===== config.mk =====
export PLATFORM = sky130hd
export DESIGN_NAME = band_ptt_arbiter
export DESIGN_NICKNAME = d
export VERILOG_FILES = /design/src/rtl/seq_pkg.sv /design/src/rtl/ptt_debounce.sv /design/src/rtl/band_ptt_arbiter.sv
export SDC_FILE = /design/constraint.sdc
export NUM_CORES = 1
export LEC_CHECK = 0
export BUFFER_PORTS_ARGS = -buffer_cell sky130_fd_sc_hd__clkbuf_2
export CAP_MARGIN = 20
export CORE_ASPECT_RATIO = 0.75
export CORE_MARGIN = 5
export CORE_UTILIZATION = 56
export DETAILED_ROUTE_END_ITERATION = 12
export PLACE_DENSITY_LB_ADDON = 0.08
export SETUP_SLACK_MARGIN = 0.2
export SYNTH_ARGS = -nofsm -noshare
export SYNTH_HDL_FRONTEND = slang
export SYNTH_SLANG_ARGS = --single-unit

===== constraint.sdc =====
create_clock -name clk -period 2 [get_ports clk]
set_input_delay 0.4 -clock clk [delete_from_list [all_inputs] [get_ports clk]]
set_output_delay 0.4 -clock clk [all_outputs]
set_load 0.02 [all_outputs]

===== src/rtl/seq_pkg.sv =====
// Shared types and defaults for the band PTT arbiter: one-hot FSM states,
// default cycle constants and the source priority encoder.
package seq_pkg;

   typedef enum logic [4:0] {
      IDLE    = 5'b00001,
      SWITCH  = 5'b00010,
      TX      = 5'b00100,
      RELEASE = 5'b01000,
      LOCKOUT = 5'b10000
   } state_t;

   localparam int unsigned DEF_DEBOUNCE_CYCLES = 32'd500000;
   localparam int unsigned DEF_GUARD_CYCLES    = 32'd4000000;
   localparam int unsigned DEF_TOT_CYCLES      = 32'd3000000000;

   localparam int MAX_SRC = 8;

   // Isolates the lowest set bit, so the lowest-index requester wins.
   function automatic logic [MAX_SRC-1:0] lowest_onehot(input logic [MAX_SRC-1:0] req);
      return req & (~req + MAX_SRC'(1));
   endfunction

endpackage


===== src/rtl/ptt_debounce.sv =====
// Two-flop synchronizer plus consecutive-sample debouncer for one
// active-low PTT source; output rests at released (1) after reset.
module ptt_debounce
   import seq_pkg::*;
#(
   parameter int unsigned DEBOUNCE_CYCLES = DEF_DEBOUNCE_CYCLES
) (
   input  logic clk,
   input  logic reset,
   input  logic ptt_n_raw,
   output logic ptt_n_db
);

   localparam int CW = (DEBOUNCE_CYCLES > 1) ? $clog2(DEBOUNCE_CYCLES) : 1;
   localparam logic [CW-1:0] LAST = CW'(DEBOUNCE_CYCLES - 1);

   logic          sync_p0;
   logic          sync_p1;
   logic [CW-1:0] cnt;

   always_ff @(posedge clk) begin
      if (reset) begin
         sync_p0  <= 1'b1;
         sync_p1  <= 1'b1;
         ptt_n_db <= 1'b1;
         cnt      <= '0;
      end else begin
         sync_p0 <= ptt_n_raw;
         sync_p1 <= sync_p0;
         // Any sample that agrees with the current output restarts the run.
         if (sync_p1 != ptt_n_db) begin
            if (cnt == LAST) begin
               ptt_n_db <= sync_p1;
               cnt      <= '0;
            end else begin
               cnt <= cnt + CW'(1);
            end
         end else begin
            cnt <= '0;
         end
      end
   end

endmodule


===== src/rtl/band_ptt_arbiter.sv =====
// PTT arbiter and band scheduler: grants one debounced source, keys the
// active band's sequencer, enforces guard time. `define PTT_TOT_EN adds timeout lockout.
module band_ptt_arbiter
   import seq_pkg::*;
#(
   parameter int          NUM_SRC         = 3,
   parameter int          NUM_BANDS       = 2,
   parameter int          BAND_W          = 1,
   parameter int unsigned DEBOUNCE_CYCLES = DEF_DEBOUNCE_CYCLES,
   parameter int unsigned GUARD_CYCLES    = DEF_GUARD_CYCLES,
   parameter int unsigned TOT_CYCLES      = DEF_TOT_CYCLES,
   parameter int          CNT_W           = 32
) (
   input  logic                 clk,
   input  logic                 reset,
   input  logic [NUM_SRC-1:0]   ptt_n_in,
   input  logic [BAND_W-1:0]    band_req,
   output logic [NUM_BANDS-1:0] ptt_n_out,
   output logic [BAND_W-1:0]    active_band,
   output logic [NUM_SRC-1:0]   src_grant,
   output logic                 busy,
   output logic                 tot_expired
);

   localparam logic [CNT_W-1:0] GUARD_LD = CNT_W'(GUARD_CYCLES);

   if ((64'(GUARD_CYCLES) >= (64'd1 << CNT_W)) || (64'(TOT_CYCLES) >= (64'd1 << CNT_W))) begin : g_cnt_range
      $error("band_ptt_arbiter: cycle parameter does not fit in CNT_W");
   end

   logic [NUM_SRC-1:0] db_n;
   logic [NUM_SRC-1:0] req;

   for (genvar i = 0; i < NUM_SRC; i++) begin : g_deb
      ptt_debounce #(.DEBOUNCE_CYCLES(DEBOUNCE_CYCLES)) u_deb (
         .clk       (clk),
         .reset     (reset),
         .ptt_n_raw (ptt_n_in[i]),
         .ptt_n_db  (db_n[i])
      );
   end

   assign req = ~db_n;

   state_t             state_q, state_d;
   logic [BAND_W-1:0]  band_d;
   logic [NUM_SRC-1:0] grant_d;
   logic [CNT_W-1:0]   guard_q, guard_d;
   logic               band_ok;
`ifdef PTT_TOT_EN
   localparam logic [CNT_W-1:0] TOT_LD = CNT_W'(TOT_CYCLES);
   logic [CNT_W-1:0]   tot_q, tot_d;
`endif

   assign band_ok = int'(band_req) < NUM_BANDS;

   always_comb begin
      state_d = state_q;
      band_d  = active_band;
      grant_d = src_grant;
      guard_d = guard_q;
`ifdef PTT_TOT_EN
      tot_d   = tot_q;
`endif
      unique case (state_q)
         IDLE: begin
            // A pending band change always goes first, ahead of any request.
            if (band_ok && (band_req != active_band)) begin
               state_d = SWITCH;
               band_d  = band_req;
               guard_d = GUARD_LD;
            end else if (|req) begin
               state_d = TX;
               grant_d = NUM_SRC'(lowest_onehot(MAX_SRC'(req)));
`ifdef PTT_TOT_EN
               tot_d   = '0;
`endif
            end
         end
         SWITCH, RELEASE: begin
            if (guard_q == '0) state_d = IDLE;
            else               guard_d = guard_q - CNT_W'(1);
         end
         TX: begin
            if ((req & src_grant) == '0) begin
               state_d = RELEASE;
               guard_d = GUARD_LD;
               grant_d = '0;
            end
`ifdef PTT_TOT_EN
            else if ((tot_q + CNT_W'(1)) == TOT_LD) begin
               state_d = LOCKOUT;
               guard_d = GUARD_LD;
               grant_d = '0;
            end else begin
               tot_d = tot_q + CNT_W'(1);
            end
`endif
         end
`ifdef PTT_TOT_EN
         LOCKOUT: begin
            // Stay locked until the guard has run out and every source has let go.
            if (guard_q != '0) guard_d = guard_q - CNT_W'(1);
            else if (!(|req))  state_d = IDLE;
         end
`endif
         default: state_d = IDLE;
      endcase
   end

   always_ff @(posedge clk) begin
      if (reset) begin
         state_q     <= IDLE;
         active_band <= '0;
         src_grant   <= '0;
         guard_q     <= '0;
`ifdef PTT_TOT_EN
         tot_q       <= '0;
`endif
      end else begin
         state_q     <= state_d;
         active_band <= band_d;
         src_grant   <= grant_d;
         guard_q     <= guard_d;
`ifdef PTT_TOT_EN
         tot_q       <= tot_d;
`endif
      end
   end

   always_comb begin
      ptt_n_out = '1;
      for (int b = 0; b < NUM_BANDS; b++) begin
         if ((state_q == TX) && (int'(active_band) == b)) ptt_n_out[b] = 1'b0;
      end
   end

   assign busy = (state_q != IDLE);
`ifdef PTT_TOT_EN
   assign tot_expired = (state_q == LOCKOUT);
`else
   assign tot_expired = 1'b0;
`endif

endmodule


# Yosys cells after proc, flatten, opt, wreduce, memory -nomap -nowiden
# Cells that the tools add are included.
# word_totals
latch_bits,0
input_bits,6
ram_bits,0
n_memories,0
register_bits,107
mem_bits_ro,0
# classes
mul,0
n_shift,0
n_bitwise,8
n_mux,15
n_reduce_logical,18
div,0
magnitude_cmp,0
add_sub_neg,5
eq_ne,19
# op_table
operator,count
$mux 32,3
$pmux 32 s3,1
$add 19x1->19 const B,3
$eq 19x19->1 const B,3
$logic_not 32->1,1
$sub 32x1->32 const B,1
$mux 5,4
$pmux 5 s3,1
$ne 2x2->1 const B,6
$reduce_or 3->1,4
$mux 3,3
$reduce_and 2->1,4
$reduce_and 4->1,2
$and 3x3->3,2
$not 3->3,2
$pmux 3 s2,1
$eq 5x1->1 const B,1
$eq 5x2->1 const B,1
$eq 5x3->1 const B,1
$eq 5x4->1 const B,1
$ne 5x1->1 const B,1
$ne 1x1->1,4
$not 1->1,4
$add 3x1->3 const B,1
other kinds (8),10

# Logic depth before layout (Yosys ltp)
# logic_depth
depth_word,7
ltp_mapped,9

# By module
# From an unflattened synthesis, not the netlist that was laid out.
# unflattened
cells_unflattened,573
hier_area_um2,5305.1
# modules_own_cells
module,area_each_um2,n_inst,cells_each,seq_area_each_um2
ptt_debounce,1051.0,3,110,440.4
band_ptt_arbiter,2152.1,1,243,800.8

# Least setup slack after synthesis
# Ideal clock, no wire load.
# synth_path
path_kind,register to register
from,register guard_q[14]
to,register guard_q[23]
arrival_ps,2009
slack_ps,-127
setup_time_ps,117
stages_incl_launch_ff,9
synth_period_minus_slack_ps,2127
cell_sequence,dfxtp_1 -> or4_4 -> nor4_1 -> nand4_1 -> buf_2 -> buf_2 -> nand4_1 -> xor2_1 -> nor2_1
# synth_via
elab_chain_len,3
# synth_lines
item,line,text
start: declaration,band_ptt_arbiter.sv:48,"logic [CNT_W-1:0] guard_q, guard_d;"
start signal: assignment,band_ptt_arbiter.sv:124,guard_q <= guard_d;
$sub 32x1->32 or $logic_not 32->1 (tied branches),"band_ptt_arbiter.sv:82, band_ptt_arbiter.sv:81",
$mux 32 or $ne 2x2->1 (tied branches),--,
$pmux 32 s3 or $reduce_and 4->1 (tied branches),--,
# Several ways; a longest one is shown, not always the timed one. The select of a mux whose other input is x is not followed.
# A chain may end at the register's enable or synchronous reset.

# Worst setup path in the final report
# layout_path
from,register guard_q[15]
to,register guard_q[30]
# Same word-level chain as after synthesis.

==> metrics.md <==
| Metric | Value |
|---|---|
| Status | finished with violations |
| Failing checks | negative setup slack |
| R2R setup slack | -0.08 ns |
| Fin crit share | 104% |
| Starting Density | 57.2% |
| Initial antenna violation count | 0 |
| H-tree depth | 3 |
| Ys async rst share | 0% |
| Pin count of the biggest net entering global routing | 26 |
| Worst Reg-to-Reg Cells | 7 |
| Vias per cell | 5.47 |
| ANT nets after route | 0 |
| Routed wire length | 10100 um |
| GPL Wtd Cong | 0.822 |
| Crit-path max FO | 5 |
| Routed len/inst | 13.8 um |
| Final HPWL DP | 6940 um |
| Fin nets | 629 |
| Die height | 90.5 um |
| Commonest cells after routing, fill and taps aside | nor2_1, dfxtp_1, buf_4 |
| Top_reg_cell synth | dfxtp_1 |
| Max rail drop VDD | 0.00143 V |
| Die area | 0.0106 mm2 |
| Final core occ | 71.7% |
| I/O Pins | 14 |
| Yosys warns | 0 |
| Period minus WS final | 2.08 ns |
| Cell variety after synth | 52 |
| Flops & latches, synth | 106 |
| Total track usage | 20.2% |
| Max Transition Viols Final | 0 |
| EDFF count, synth | 0 |
| Area Growth Syn to Fin | 25.5% |
| Startpoint type of the worst setup path | register |
| Commonest non-fill, non-tap cell in the layout | nor2_1 |
| Design Area, Final | 0.00607 mm2 |
| Setup Crit Path Kind | register to register |
| Setup slack after layout | -0.0771 ns |
| Final setup vio count | 15 |
| CP required | 2.24 ns |
| 1st-iter DRT viols | 248 |
| Power density over the cells | 1340 mW/mm2 |
| LEAKAGE | 2.20 nW |
| Worst EP arrival | 2.32 ns |
| Hold crit path type | input pin to register |
| Critical path capture point type | register |
| Worst skew pair latency | 0.34 ns |
| GRT overflow | 0 |
| R2R Path End | guard_q[30] |
| Max Clock Skew | 0.00579 ns |
| DIE WIDTH | 117 um |
| Fin. Hold Viols | 0 |
| Clock Path Buffers | 2 |
| Ratio of cells with drive above 1 in the final layout | 24.7% |
| Port bufs | 12 |
| First-pass DRT Iterations | 5 |
| Start point of the critical path | guard_q[15] |
| Syn_nets | 564 |
| Clock slew seen by the registers of the worst setup and hold paths | 0.07 ns |
| Clk sinks | 106 |
| Vias in the first global route | 3861 |
| Antenna cells | 0 |
| Number of fillers in the final layout | 643 |
| Fmax | 0.481 GHz |
| CP endpoint | guard_q[30] |
| First-pass GRT wire length | 17600 um |
| Root Buffer | clkbuf_16 |
| R2R Path Start | guard_q[15] |
| # rows | 29 |
| Post-Syn Area | 0.00483 mm2 |
| TritonCTS clock tree | done |
| RSZ-0062 raised after global routing | yes |
| Synthesized area per cell | 8.72 um2 |
| Sequential share of the synthesized area | 43.9% |
| Max-capacitance violation count | 0 |
| Post-CTS Hold Buffers | 0 |
| Mapped Cells | 554 |
| Total number of vias | 4006 |
| # DRC | 0 |
| CTS buffer count | 9 |
| HP Start | ptt_n_in[0] |
| Core Area | 0.00845 mm2 |
| Placed instance area | 0.00547 mm2 |
synth_stat cells (all sizes together), types with 2 or more instances:
cell	n	share of area [%]
mux2i	6	1.2
dfxtp	106	44
a21oi	16	1.7
ha	4	1.0
buf	13	1.7
xor2	47	8.5
xnor2	34	6.2
nand4	24	3.1
or2	8	1.0
and3	3	0.39
nand2b	7	1.1
or3	15	2.2
nor4b	5	1.2
nor3	16	2.1
or4	4	0.72
clkbuf	5	0.39
nand3	31	3.3
or4b	3	0.62
inv	14	1.1
nand2	37	2.9
nor4	11	1.4
a211oi	5	0.98
a31oi	3	0.52
and4	2	0.36
nand4b	2	0.36
o21ai	7	0.72
nor2	113	8.8
and2	3	0.44
state kept, by name, indices dropped and copies added, names as in the netlist:
signal,flops
g_deb.u_deb.sync_p1,3
g_deb.u_deb.cnt,57
g_deb.u_deb.sync_p0,3
active_band,1
g_deb.u_deb.ptt_n_db,3
state_q,4
guard_q,32
src_grant,3
timing repair:
| action | 4_1_cts | 5_1_grt |
|---|---|---|
| pin swaps | 17 | 23 |
| buffers inserted | 8 | 4 |
| gates resized for setup | 22 | 19 |
| setup endpoints to repair | 60 | 99 |
metrics by stage:
| step | power (W) | instances | setup TNS, ns | setup WS, ns | hold slack [ns] |
|---|---|---|---|---|---|
| 2_1_floorplan | 0.00480 | 554 | -0.110 | -0.0825 | 0.389 |
| 3_3_place_gp | 0.00569 | 704 | -0.212 | -0.0725 | 0.401 |
| 3_5_place_dp | 0.00574 | 704 | -0.657 | -0.121 | 0.397 |
| 4_1_cts | 0.00803 | 728 | -0.682 | -0.0869 | 0.226 |
| 5_1_grt | 0.00863 | 732 | -3.17 | -0.160 | 0.223 |
| 6_report | 0.00814 | 732 | -0.531 | -0.0771 | 0.236 |
routing by layer:
layer	vias up	GRT usage (%)	wire, um
li1	2018	-	-
met1	1885	28.1	4970
met2	88	30.6	4520
met3	15	5.76	458
met4	0	4.97	128
met5	-	0	0
final cells by class:
class / count / area (um2) / area share [%]
clock inverters: 4 / 70.1 / 1.16
flip-flops and latches: 106 / 2140 / 35.2
multi-input cells: 416 / 2780 / 45.8
repair buffers: 72 / 613 / 10.1
inverters: 14 / 55.1 / 0.908
clock buffers: 12 / 278 / 4.58
well taps: 108 / 135 / 2.23
critical path, stage by stage, from the launching register on:
cell and delay (ns):
dfxtp_2 0.32, or4_4 0.55, or3_4 0.37, buf_6 0.13, nand2b_4 0.17, a211oi_2 0.25, xnor2_1 0.14, nor2_1 0.05
how the worst min path moves through the flow:
stage | end | slack [ns] | cells past startpoint
after global placement | g_deb[2].u_deb.sync_p1 | 0.40 | 1
final | g_deb[0].u_deb.sync_p0 | 0.24 | 2
after floorplan | g_deb[0].u_deb.sync_p1 | 0.39 | 1
after detailed placement | g_deb[2].u_deb.sync_p1 | 0.40 | 1
after CTS | g_deb[0].u_deb.sync_p0 | 0.23 | 2
after global routing | g_deb[0].u_deb.sync_p0 | 0.22 | 2
cell families (layout without fill, tap and decap cells):
group	Yosys count	count (layout)	synth area share (%)
flip-flops	106	106	43.9
multiplexers	6	6	1.24
AO/OA/AOI/OAI	37	37	5.28
buffers and inverters	32	102	3.13
other	1	1	0.0776
XOR/XNOR	81	81	14.7
AND/OR/NAND/NOR	287	287	30.7
adder cells (fa/ha/maj)	4	4	1.04
power breakdown:
part,internal [W],switching (W)
sequential,0.00235,0.000228
combinational,0.00172,0.00185
clock,0.00124,0.000758
total,0.00531,0.00283
No activity file was read; power rests on OpenSTA's default activity.
